===== config.mk =====
export PLATFORM = sky130hd
export DESIGN_NAME = i2s_rx
export DESIGN_NICKNAME = d
export VERILOG_FILES = /design/src/rtl/i2s_pkg.sv /design/src/rtl/sync_edge.sv /design/src/rtl/i2s_rx.sv
export SDC_FILE = /design/constraint.sdc
export NUM_CORES = 1
export LEC_CHECK = 0
export ABC_CLOCK_PERIOD_IN_PS = 2700
export BUFFER_PORTS_ARGS = -buffer_cell sky130_fd_sc_hd__buf_4
export CAP_MARGIN = 30
export CORE_AREA = 2 2 109 111
export DETAILED_ROUTE_END_ITERATION = 6
export DIE_AREA = 0 0 111 113
export PLACE_DENSITY = 0.66
export SYNTH_ARGS = -nofsm -noshare
export SYNTH_HDL_FRONTEND = slang
export SYNTH_SLANG_ARGS = --single-unit

===== constraint.sdc =====
create_clock -name clk -period 2.7 [get_ports clk]
set_clock_uncertainty 0.2 [all_clocks]
set_input_delay 0.54 -clock clk [delete_from_list [all_inputs] [get_ports clk]]
set_output_delay 0.54 -clock clk [all_outputs]
set_load 0.01 [all_outputs]

===== src/rtl/i2s_pkg.sv =====
// Shared definitions for the I2S receiver.
//   DATA_W_DEFAULT : default captured bits per channel
//   SLOT_W         : nominal bclk periods per channel slot
//   state_e        : receiver framing states
package i2s_pkg;

  localparam int unsigned DATA_W_DEFAULT = 24;
  localparam int unsigned SLOT_W         = 32;

  typedef enum logic [1:0] {
    StAlign,
    StLeft,
    StRight
  } state_e;

endpackage


===== src/rtl/sync_edge.sv =====
// Multi-stage synchronizer with rising-edge detection on one input.
//   clk, rst_n  : system clock, asynchronous active-low reset
//   edge_in     : asynchronous input that is synchronized and edge-detected
//   level_in    : asynchronous inputs that are only synchronized
//   rise        : one-clk strobe on a synchronized 0->1 of edge_in
//   level_sync  : synchronized copy of level_in, aligned with the edge path
module sync_edge #(
  parameter int unsigned LEVEL_W     = 1,
  parameter int unsigned SYNC_STAGES = 2  // must be at least 2
) (
  input  logic               clk,
  input  logic               rst_n,
  input  logic               edge_in,
  input  logic [LEVEL_W-1:0] level_in,
  output logic               rise,
  output logic [LEVEL_W-1:0] level_sync
);

  // All inputs travel through identical stages so that the levels sampled on a
  // rise strobe are the ones present at the source edge.
  logic [SYNC_STAGES-1:0][LEVEL_W:0] stage_q;
  logic                              edge_prev_q;

  always_ff @(posedge clk or negedge rst_n) begin
    if (!rst_n) begin
      stage_q     <= '0;
      edge_prev_q <= 1'b0;
    end else begin
      stage_q     <= {stage_q[SYNC_STAGES-2:0], {level_in, edge_in}};
      edge_prev_q <= stage_q[SYNC_STAGES-1][0];
    end
  end

  assign level_sync = stage_q[SYNC_STAGES-1][LEVEL_W:1];
  assign rise       = stage_q[SYNC_STAGES-1][0] & ~edge_prev_q;

endmodule


===== src/rtl/i2s_rx.sv =====
// I2S receiver: recovers left/right samples from a codec stream and presents
// them as held frames with a valid/ready handshake.
//   clk, rst_n     : 100 MHz system clock, asynchronous active-low reset
//   enable         : 0 forces re-alignment and suppresses new frames
//   bclk_i         : codec bit clock (asynchronous, <= clk/8)
//   lrclk_i        : word select, 0 = left, 1 = right
//   sdata_i        : serial data, MSB one bclk after the lrclk change
//   out_l, out_r   : held frame
//   out_valid      : held frame available
//   out_ready      : consumer accepts the held frame
//   overrun        : sticky, a completed frame was dropped
//   clear_overrun  : single-cycle clear for overrun
module i2s_rx
  import i2s_pkg::*;
#(
  parameter int unsigned DATA_W      = DATA_W_DEFAULT,
  parameter int unsigned SYNC_STAGES = 2
) (
  input  logic              clk,
  input  logic              rst_n,
  input  logic              enable,
  input  logic              bclk_i,
  input  logic              lrclk_i,
  input  logic              sdata_i,
  output logic [DATA_W-1:0] out_l,
  output logic [DATA_W-1:0] out_r,
  output logic              out_valid,
  input  logic              out_ready,
  output logic              overrun,
  input  logic              clear_overrun
);

  localparam int unsigned CNT_W = $clog2(DATA_W + 2);
  localparam logic [CNT_W-1:0]  CNT_LAST = CNT_W'(DATA_W - 1);
  localparam logic [CNT_W-1:0]  CNT_FULL = CNT_W'(DATA_W);
  localparam logic [CNT_W-1:0]  CNT_SAT  = CNT_W'(DATA_W + 1);
  localparam logic [DATA_W-1:0] MSB_MASK = {1'b1, {(DATA_W - 1){1'b0}}};

  logic bclk_rise;
  logic lr_sync;
  logic sd_sync;

  sync_edge #(
    .LEVEL_W    (2),
    .SYNC_STAGES(SYNC_STAGES)
  ) u_sync (
    .clk       (clk),
    .rst_n     (rst_n),
    .edge_in   (bclk_i),
    .level_in  ({sdata_i, lrclk_i}),
    .rise      (bclk_rise),
    .level_sync({sd_sync, lr_sync})
  );

  state_e            state_q;
  logic [CNT_W-1:0]  cnt_q;
  logic [DATA_W-1:0] shift_q;
  logic [DATA_W-1:0] left_q;
  logic [DATA_W-1:0] right_q;
  logic              lr_prev_q;
  logic              frame_done_q;

  // Bits land at their final position (MSB first), so a short channel is
  // left-aligned with zero LSBs. Past DATA_W the mask shifts out to zero.
  logic [DATA_W-1:0] bit_mask;
  logic [DATA_W-1:0] shift_ins;

  always_comb begin
    bit_mask  = MSB_MASK >> cnt_q;
    shift_ins = shift_q;
    if (sd_sync) begin
      shift_ins = shift_q | bit_mask;
    end
  end

  always_ff @(posedge clk or negedge rst_n) begin
    if (!rst_n) begin
      state_q      <= StAlign;
      cnt_q        <= '0;
      shift_q      <= '0;
      left_q       <= '0;
      right_q      <= '0;
      lr_prev_q    <= 1'b0;
      frame_done_q <= 1'b0;
    end else begin
      frame_done_q <= 1'b0;
      if (bclk_rise) begin
        lr_prev_q <= lr_sync;
      end
      if (!enable) begin
        state_q <= StAlign;
        cnt_q   <= '0;
        shift_q <= '0;
      end else if (bclk_rise) begin
        case (state_q)
          StAlign: begin
            if (lr_prev_q && !lr_sync) begin
              state_q <= StLeft;
              cnt_q   <= '0;
              shift_q <= '0;
            end
          end
          default: begin
            if (lr_sync != lr_prev_q) begin
              // Delay bit of the next channel; its sdata is the previous LSB.
              state_q <= lr_sync ? StRight : StLeft;
              cnt_q   <= '0;
              shift_q <= '0;
              if (state_q == StLeft) begin
                left_q <= shift_q;
              end else if (cnt_q < CNT_FULL) begin
                // Short right channel: the zero-filled value completes the frame.
                right_q      <= shift_q;
                frame_done_q <= 1'b1;
              end
            end else begin
              shift_q <= shift_ins;
              if (cnt_q != CNT_SAT) begin
                cnt_q <= cnt_q + 1'b1;
              end
              if (state_q == StRight && cnt_q == CNT_LAST) begin
                right_q      <= shift_ins;
                frame_done_q <= 1'b1;
              end
            end
          end
        endcase
      end
    end
  end

  logic frame_done;
  logic load;
  logic accept;

  assign frame_done = frame_done_q & enable;
  assign accept     = out_valid & out_ready;
  assign load       = frame_done & (~out_valid | out_ready);

  always_ff @(posedge clk or negedge rst_n) begin
    if (!rst_n) begin
      out_l     <= '0;
      out_r     <= '0;
      out_valid <= 1'b0;
      overrun   <= 1'b0;
    end else begin
      if (load) begin
        out_l     <= left_q;
        out_r     <= right_q;
        out_valid <= 1'b1;
      end else if (accept) begin
        out_valid <= 1'b0;
      end
      // A new drop wins over a simultaneous clear.
      if (frame_done && out_valid && !out_ready) begin
        overrun <= 1'b1;
      end else if (clear_overrun) begin
        overrun <= 1'b0;
      end
    end
  end

endmodule


==> impl_results.md, run 1 <==
- Worst hold stages: 1
- DRC viols: 0
- Port Buf Inserts: 57
- Layout cell share with drive strength beyond 1: 35.38%
- Maximum VDD drop: 351.5 uV
- Worst-Skew Late Latency: 410 ps
- Clock share of power: 48.4%
- Min Tclk post-route: 2269 ps
- Family with the most delay on the worst path: simple AND/OR/NAND/NOR gates
- Initial core utilization: around 50%
- # diodes: 0
- Sw Pwr: 0.001064 W
- Final HPWL DP: approximately 7.6 mm
- CTS sink cnt: 138
- Period utilisation layout: 84.02%
- Min-delay src: sdata_i
- Syn nets: 447
- CP required: approximately 2800 ps
- Pin count of the biggest net entering global routing: 67
- Async S/R FF share, synth: 100.0%
- DIE AREA: 12,540 um2
- Slew @ Worst Pin: between 600 and 700 ps
- Fin. Hold Viols: 0
- Worst path bufs/invs: 2
- Synth cell types: 41
- Core Area: 11,270 um2
- Final wirelength: 11.13 mm
- Setup-failing EPs final: 0
- CTS Buf Count: 17
- Total global routing overflow: 0
- EDFF count, synth: 0
- Syn Inst Count: 432
- Net Sw Frac: 22.34%
- Slew headroom: ~60%
- Part of the Yosys area used for sequential elements: between 60% and 70%
- Maximum root-to-sink buffer count: 2
- Flop2flop setup slack: 430 ps
- Power Density: ~700 nW/um2
- H-tree depth: 4
- Crit Path Max Fanout: 24
- Routed Antenna Nets: 0
- Synthesis-to-layout area growth: 21.09%
- Max Clk Rate: 440.8 MHz
- Row Count: 39
- Yosys reg bits: 138
- Util after Layout: 60.35%
- Combinational share of power: 5.2%
- Setup CP Type: reg2reg
- RSZ-0062 raised after global routing: false
- Critical R2R Launch: u_sync.level_sync[0]
- Die Y: between 100 and 150 um
- Crit end category: register
- Sequential Power Share: 46.4%
- Number of global-route vias before repair: around 3,700
- Max stage delay cell, worst path: ha_1
- CTS tree: done
- End point of the worst hold path: u_sync.stage_q[2]
- Dpl cell area: 6195 um2
- Cells on worst reg2reg path: 6
- Worst reg2reg path endpoint: left_q[6]
- Number of DRC markers in iteration 0: 170
- DRT Pass-1 Iters: 5
- Mean area per synthesized cell: approximately 13 um2
- Root Driver: clkbuf_16
- Min-Delay Path Class: in2reg
- CP Launch Type: register
- Status: completed
- Vias: 3,501
- CP Cell Sequence: inv_1, ha_1, nand2b_1, or3_1, buf_4, mux2_4
- Slew Viols, Final: 0
- Gr usage total: 19.34%
- Synth top area share: 61.47%
- Ys Warns: 0
- Buffer count from post-CTS setup fixing: 0
- I/O pin count: 58
- Leak pwr: roughly 3.4 nW
- P_int: 0.003699 W
- Area leader, netlist: dfrtp_1
- CP max stage delay: 400 ps
- Top_reg_cell synth: dfrtp_1
- Top post-synthesis cells by area: dfrtp_1, mux2_2, a21oi_1, mux2_4, nor2_1
- Global-route wire length before repair: 18.85 mm
- Crit path DAT: 2360 ps
- Non-Filler Cell Area, Final: ~7000 um2
- Gp weighted congestion: just over 0.9
- NumNets Final: 508
- Max-cap violation count: 0
- Routed vias/inst: approximately 5.4
- Syn Std Cell Area: 5618 um2
- Die Wd: 111 um
- Clock-pin slew on the worst setup and hold paths: ~60 ps
- TNS Setup: 0 ps
- WL/cell: 17.15 um
- Initial antenna violation count: 0
## power by group through the flow
| stage | registers, W | clock network, W | logic (W) |
|---|---|---|---|
| after floorplan | 0.00223 | 0 | 0.000155 |
| after global placement | 0.00224 | 0 | 0.000242 |
| after detailed placement | 0.00225 | 0 | 0.000248 |
| after CTS | 0.00221 | 0.00235 | 0.000250 |
| after global routing | 0.00222 | 0.00244 | 0.000280 |
| final | 0.00221 | 0.00231 | 0.000247 |
## cells in the mapped netlist (2+ instances only)
cell       number
a2111oi_4       2
a21oi_1        66
a31oi_1         6
and2_0          2
and2_1          3
buf_1           4
buf_12          2
buf_2          16
clkbuf_1        2
dfrtp_1       138
ha_1            7
inv_1           8
mux2_2         52
mux2_4         20
nand2_1         4
nand2b_1        5
nand3_1         4
nand3b_1        2
nor2_1         51
nor2b_1         8
o21a_1          3
o21ai_0         5
o22ai_1         3
o31ai_1         2
## worst max-delay path by stage
stage / from / to / cells after the start
4_1_cts: u_sync.level_sync[0] / left_q[6] / 6
3_5_place_dp: u_sync.level_sync[0] / left_q[15] / 6
6_report: u_sync.level_sync[0] / left_q[6] / 6
5_1_grt: u_sync.level_sync[0] / left_q[6] / 6
3_3_place_gp: enable / left_q[14] / 5
2_1_floorplan: u_sync.level_sync[0] / left_q[10] / 7
## per-stage QoR
stage / worst slack, ps / hold slack (ps) / total power (W) / instances
floorplan: 585.9 / 44.41 / 0.002381 / 432
global placement: 469.8 / 134.4 / 0.002484 / 616
detailed placement: 441.5 / 145.2 / 0.002493 / 616
CTS: 431.4 / 13.53 / 0.004810 / 649
global route: 352.1 / 10.97 / 0.004937 / 649
finish: 431.4 / 28.23 / 0.004764 / 649
## flip-flops by register name (all words and copies together) (netlist names)
name and count:
cnt_q 5, frame_done_q 1, left_q 24, lr_prev_q 1
out_l 24, out_r 24, out_valid 1, overrun 1
right_q 24, shift_q 24, state_q 2, u_sync.edge_prev_q 1
u_sync.level_sync 2, u_sync.stage_q 4
## kinds of logic (layout without fill, tap and decap cells)
| group | count (synthesis) | after routing | share of synthesized area (%) |
|---|---|---|---|
| AND/OR/NAND/NOR | 86 | 86 | 7.416 |
| adder cells (fa/ha/maj) | 7 | 7 | 1.559 |
| multiplexers | 73 | 73 | 15.95 |
| flip-flops | 138 | 138 | 61.47 |
| AO/OA/AOI/OAI | 95 | 95 | 10.33 |
| buffers and inverters | 33 | 107 | 3.274 |
## layer usage
metal	up-vias	track usage, %	wire length [um]
met5	-	0	0
li1	1624	-	-
met2	73	31.94	5727
met1	1781	24.48	4774
met3	23	5.142	424
met4	0	8.000	207
## cells in the final DEF, fill, tap and decap left out, types with 2 or more instances in the layout
| master | count |
|---|---|
| o22ai_1 | 3 |
| nor2b_1 | 7 |
| clkinvlp_4 | 2 |
| clkbuf_8 | 4 |
| clkinv_2 | 5 |
| and2_1 | 3 |
| ha_1 | 7 |
| a21oi_1 | 66 |
| buf_12 | 3 |
| mux2_4 | 20 |
| o21a_1 | 3 |
| nand3_1 | 4 |
| a31oi_1 | 6 |
| mux2_2 | 52 |
| bufinv_16 | 2 |
| nand2_1 | 4 |
| inv_1 | 8 |
| nand2b_1 | 5 |
| nor2_1 | 51 |
| nand3b_1 | 2 |
| buf_4 | 62 |
| a2111oi_4 | 2 |
| and2_0 | 2 |
| clkbuf_16 | 17 |
| o21ai_0 | 5 |
| dfrtp_1 | 138 |
| o31ai_1 | 2 |
## repair_timing
action,in CTS,in global routing
hold buffers,1,0
endpoints found under the hold margin,63,0
resized for setup,0,0
## cell type report
class	instances	area [um2]
Fill cell	843	4469
Sequential cell	138	3453
Multi-Input combinational cell	261	1996
Timing Repair Buffer	67	546.8
Clock buffer	21	480.5
Tap cell	143	178.9
Clock inverter	11	117.6
Inverter	8	30.03
Power figures use the tool's default switching activity.
==> run 2: changes to the inputs <==
- ABC_CLOCK_PERIOD_IN_PS: 2700 -> 2350
- clock period: 2.7 -> 2.35 ns (I/O delays scaled with it)
==> run 2 against run 1 <==
First-iteration DRC count increased by 4.1%. Highest routed layer unchanged. Worst setup slack got worse by 240 ps. Die area unchanged. Maximum frequency increased by 5.1%. Count of clock-buffer cells in the layout increased by 2. Cell count increased by 1.2%. Critical path depth unchanged. Worst hold slack improved by 18 ps. Cell area increased by 1.7%. Utilization increased by 1.0 points.
==> impl_results.md, run 2 (synthesized netlist as in run 1, its figures left out) <==
- Status: completed
- I/O pin count: 58
- Die Y: 113 um
- Max Clk Rate: 463.1 MHz
- CP required: 2450 ps
- # diodes: 0
- Placed insts: 622
- Sequential Power Share: between 40 and 50%
- Power Density: 815.7 nW/um2
- Max-cap violation count: 0
- Commonest non-fill, non-tap cell in the layout: dfrtp_1
- Slew Viols, Final: 0
- CP max stage delay: 430 ps
- CP Cell Sequence: inv_1, ha_1, nand2b_1, or3_1, buf_12, mux2_4
- Setup-failing EPs final: 0
- Row Count: 39
- Clock share of power: 49.7%
- Routed Antenna Nets: 0
- CP Launch Type: register
- Crit path DAT: 2260 ps
- DIE AREA: 12,540 um2
- Total global routing overflow: 0
- Min-Delay Path Class: in2reg
- Power, Total: 0.005645 W
- Gp weighted congestion: 0.8864
- Root Driver: clkbuf_16
- Buffer count from post-CTS setup fixing: 0
- Min Tclk post-route: 2159 ps
- Final HPWL DP: 7.665 mm
- Port Buf Inserts: 57
- Slew headroom: 62.55%
- CTS Buf Count: 17
- P_int: 0.004471 W
- RSZ-0062 raised after global routing: false
- Worst-Skew Late Latency: 420 ps
- Layout cell share with drive strength beyond 1: a little over a third
- DRC viols: 0
- Leak pwr: 3.455 nW
- CTS sink cnt: about 140
- Fin. Hold Viols: 0
- Combinational share of power: 5.3%
- Final wirelength: around 11 mm
- Hold Slack: 46.12 ps
- Sw Pwr: 0.001175 W
- Number of DRC markers in iteration 0: 177
- Final std cells w/o fill: 657
- Slew @ Worst Pin: 561.7 ps
- TNS Setup: 0 ps
- Max stage delay cell, worst path: or3_1
- Maximum VDD drop: 452.0 uV
- Initial antenna violation count: 0
- Crit Path Max Fanout: 21
- Core Area: 11,270 um2
- Family with the most delay on the worst path: simple AND/OR/NAND/NOR gates
- Maximum root-to-sink buffer count: 2
- CTS tree: done
- Pin count of the biggest net entering global routing: 51
- NumNets Final: between 500 and 600
- Vias: roughly 3,500
- Crit end category: register
- Setup CP Type: reg2reg
- Global-route wire length before repair: 18.21 mm
- Initial core utilization: 49.84%
- Commonest non-fill, non-tap cells in the layout: dfrtp_1, buf_4, a21oi_1
- DRT Pass-1 Iters: 4
- Die Wd: 111 um
- Period utilisation layout: between 90 and 100%
- H-tree depth: 4
- Gr usage total: between 15 and 20%
- Net Sw Frac: between 20% and 30%
- WL/cell: 16.84 um
- Routed vias/inst: 5.327
- Number of global-route vias before repair: 3,536
- Worst path bufs/invs: 2
- Synthesis-to-layout area growth: 23.18%
- Clock-pin slew on the worst setup and hold paths: about 50 ps
-- run 2: worst register-to-register path: stages (launching register included) --
cell and delay (ps):
dfrtp_1 350, inv_1 60, ha_1 300, nand2b_1 150, or3_1 430, buf_12 220, mux2_4 330
-- run 2: metal layers --
layer	global-route usage (%)	up-vias	part of all wire, %	wire, um
li1	-	1645	-	-
met1	23.95	1758	44	4895
met2	30.02	78	49	5472
met3	4.392	19	4.1	448
met4	8.583	0	2.2	244
met5	0	-	0	0
-- run 2: power groups by stage --
| stage | sequential (W) | clock, W | combinational, W |
|---|---|---|---|
| finish | 0.00254 | 0.00281 | 0.000300 |
| global route | 0.00255 | 0.00295 | 0.000340 |
| CTS | 0.00254 | 0.00285 | 0.000305 |
| detailed placement | 0.00258 | 0 | 0.000297 |
| global placement | 0.00258 | 0 | 0.000290 |
| floorplan | 0.00256 | 0 | 0.000178 |
-- run 2: cell type report --
cell class	count	area, um2
Fill cell	895	4352
Sequential cell	138	3453
Multi-Input combinational cell	261	1996
Timing Repair Buffer	76	634.4
Clock buffer	23	488.0
Tap cell	143	178.9
Clock inverter	8	140.1
Inverter	8	30.03
-- run 2: timing repair --
| action | CTS | global route |
|---|---|---|
| hold buffers | 4 | 0 |
| hold endpoints to repair | 49 | 0 |
| gates resized for setup | 0 | 0 |
-- run 2: worst paths after layout --
kind | from | end | slack (ps) | depth (start not counted)
setup / recovery | u_sync.level_sync[0] | left_q[18] | 190 | 6
hold / removal | clear_overrun | overrun | 50 | 2
setup reg to reg | u_sync.level_sync[0] | left_q[18] | 190 | 6
hold reg to reg | u_sync.stage_q[0] | u_sync.stage_q[3] | 150 | 0
max in group asynchronous | rst_n | out_r[21] | 940 | 3
min in group asynchronous | rst_n | out_l[13] | 360 | 2
-- run 2: per-stage QoR --
stage	worst slack, ps	util, %	cell area [um2]
global placement	254.1	55.47	6252
detailed placement	196.4	55.47	6252
CTS	182.5	61.39	6920
floorplan	235.9	-	5618
global route	103.1	61.39	6920
finish	190.7	61.39	6920
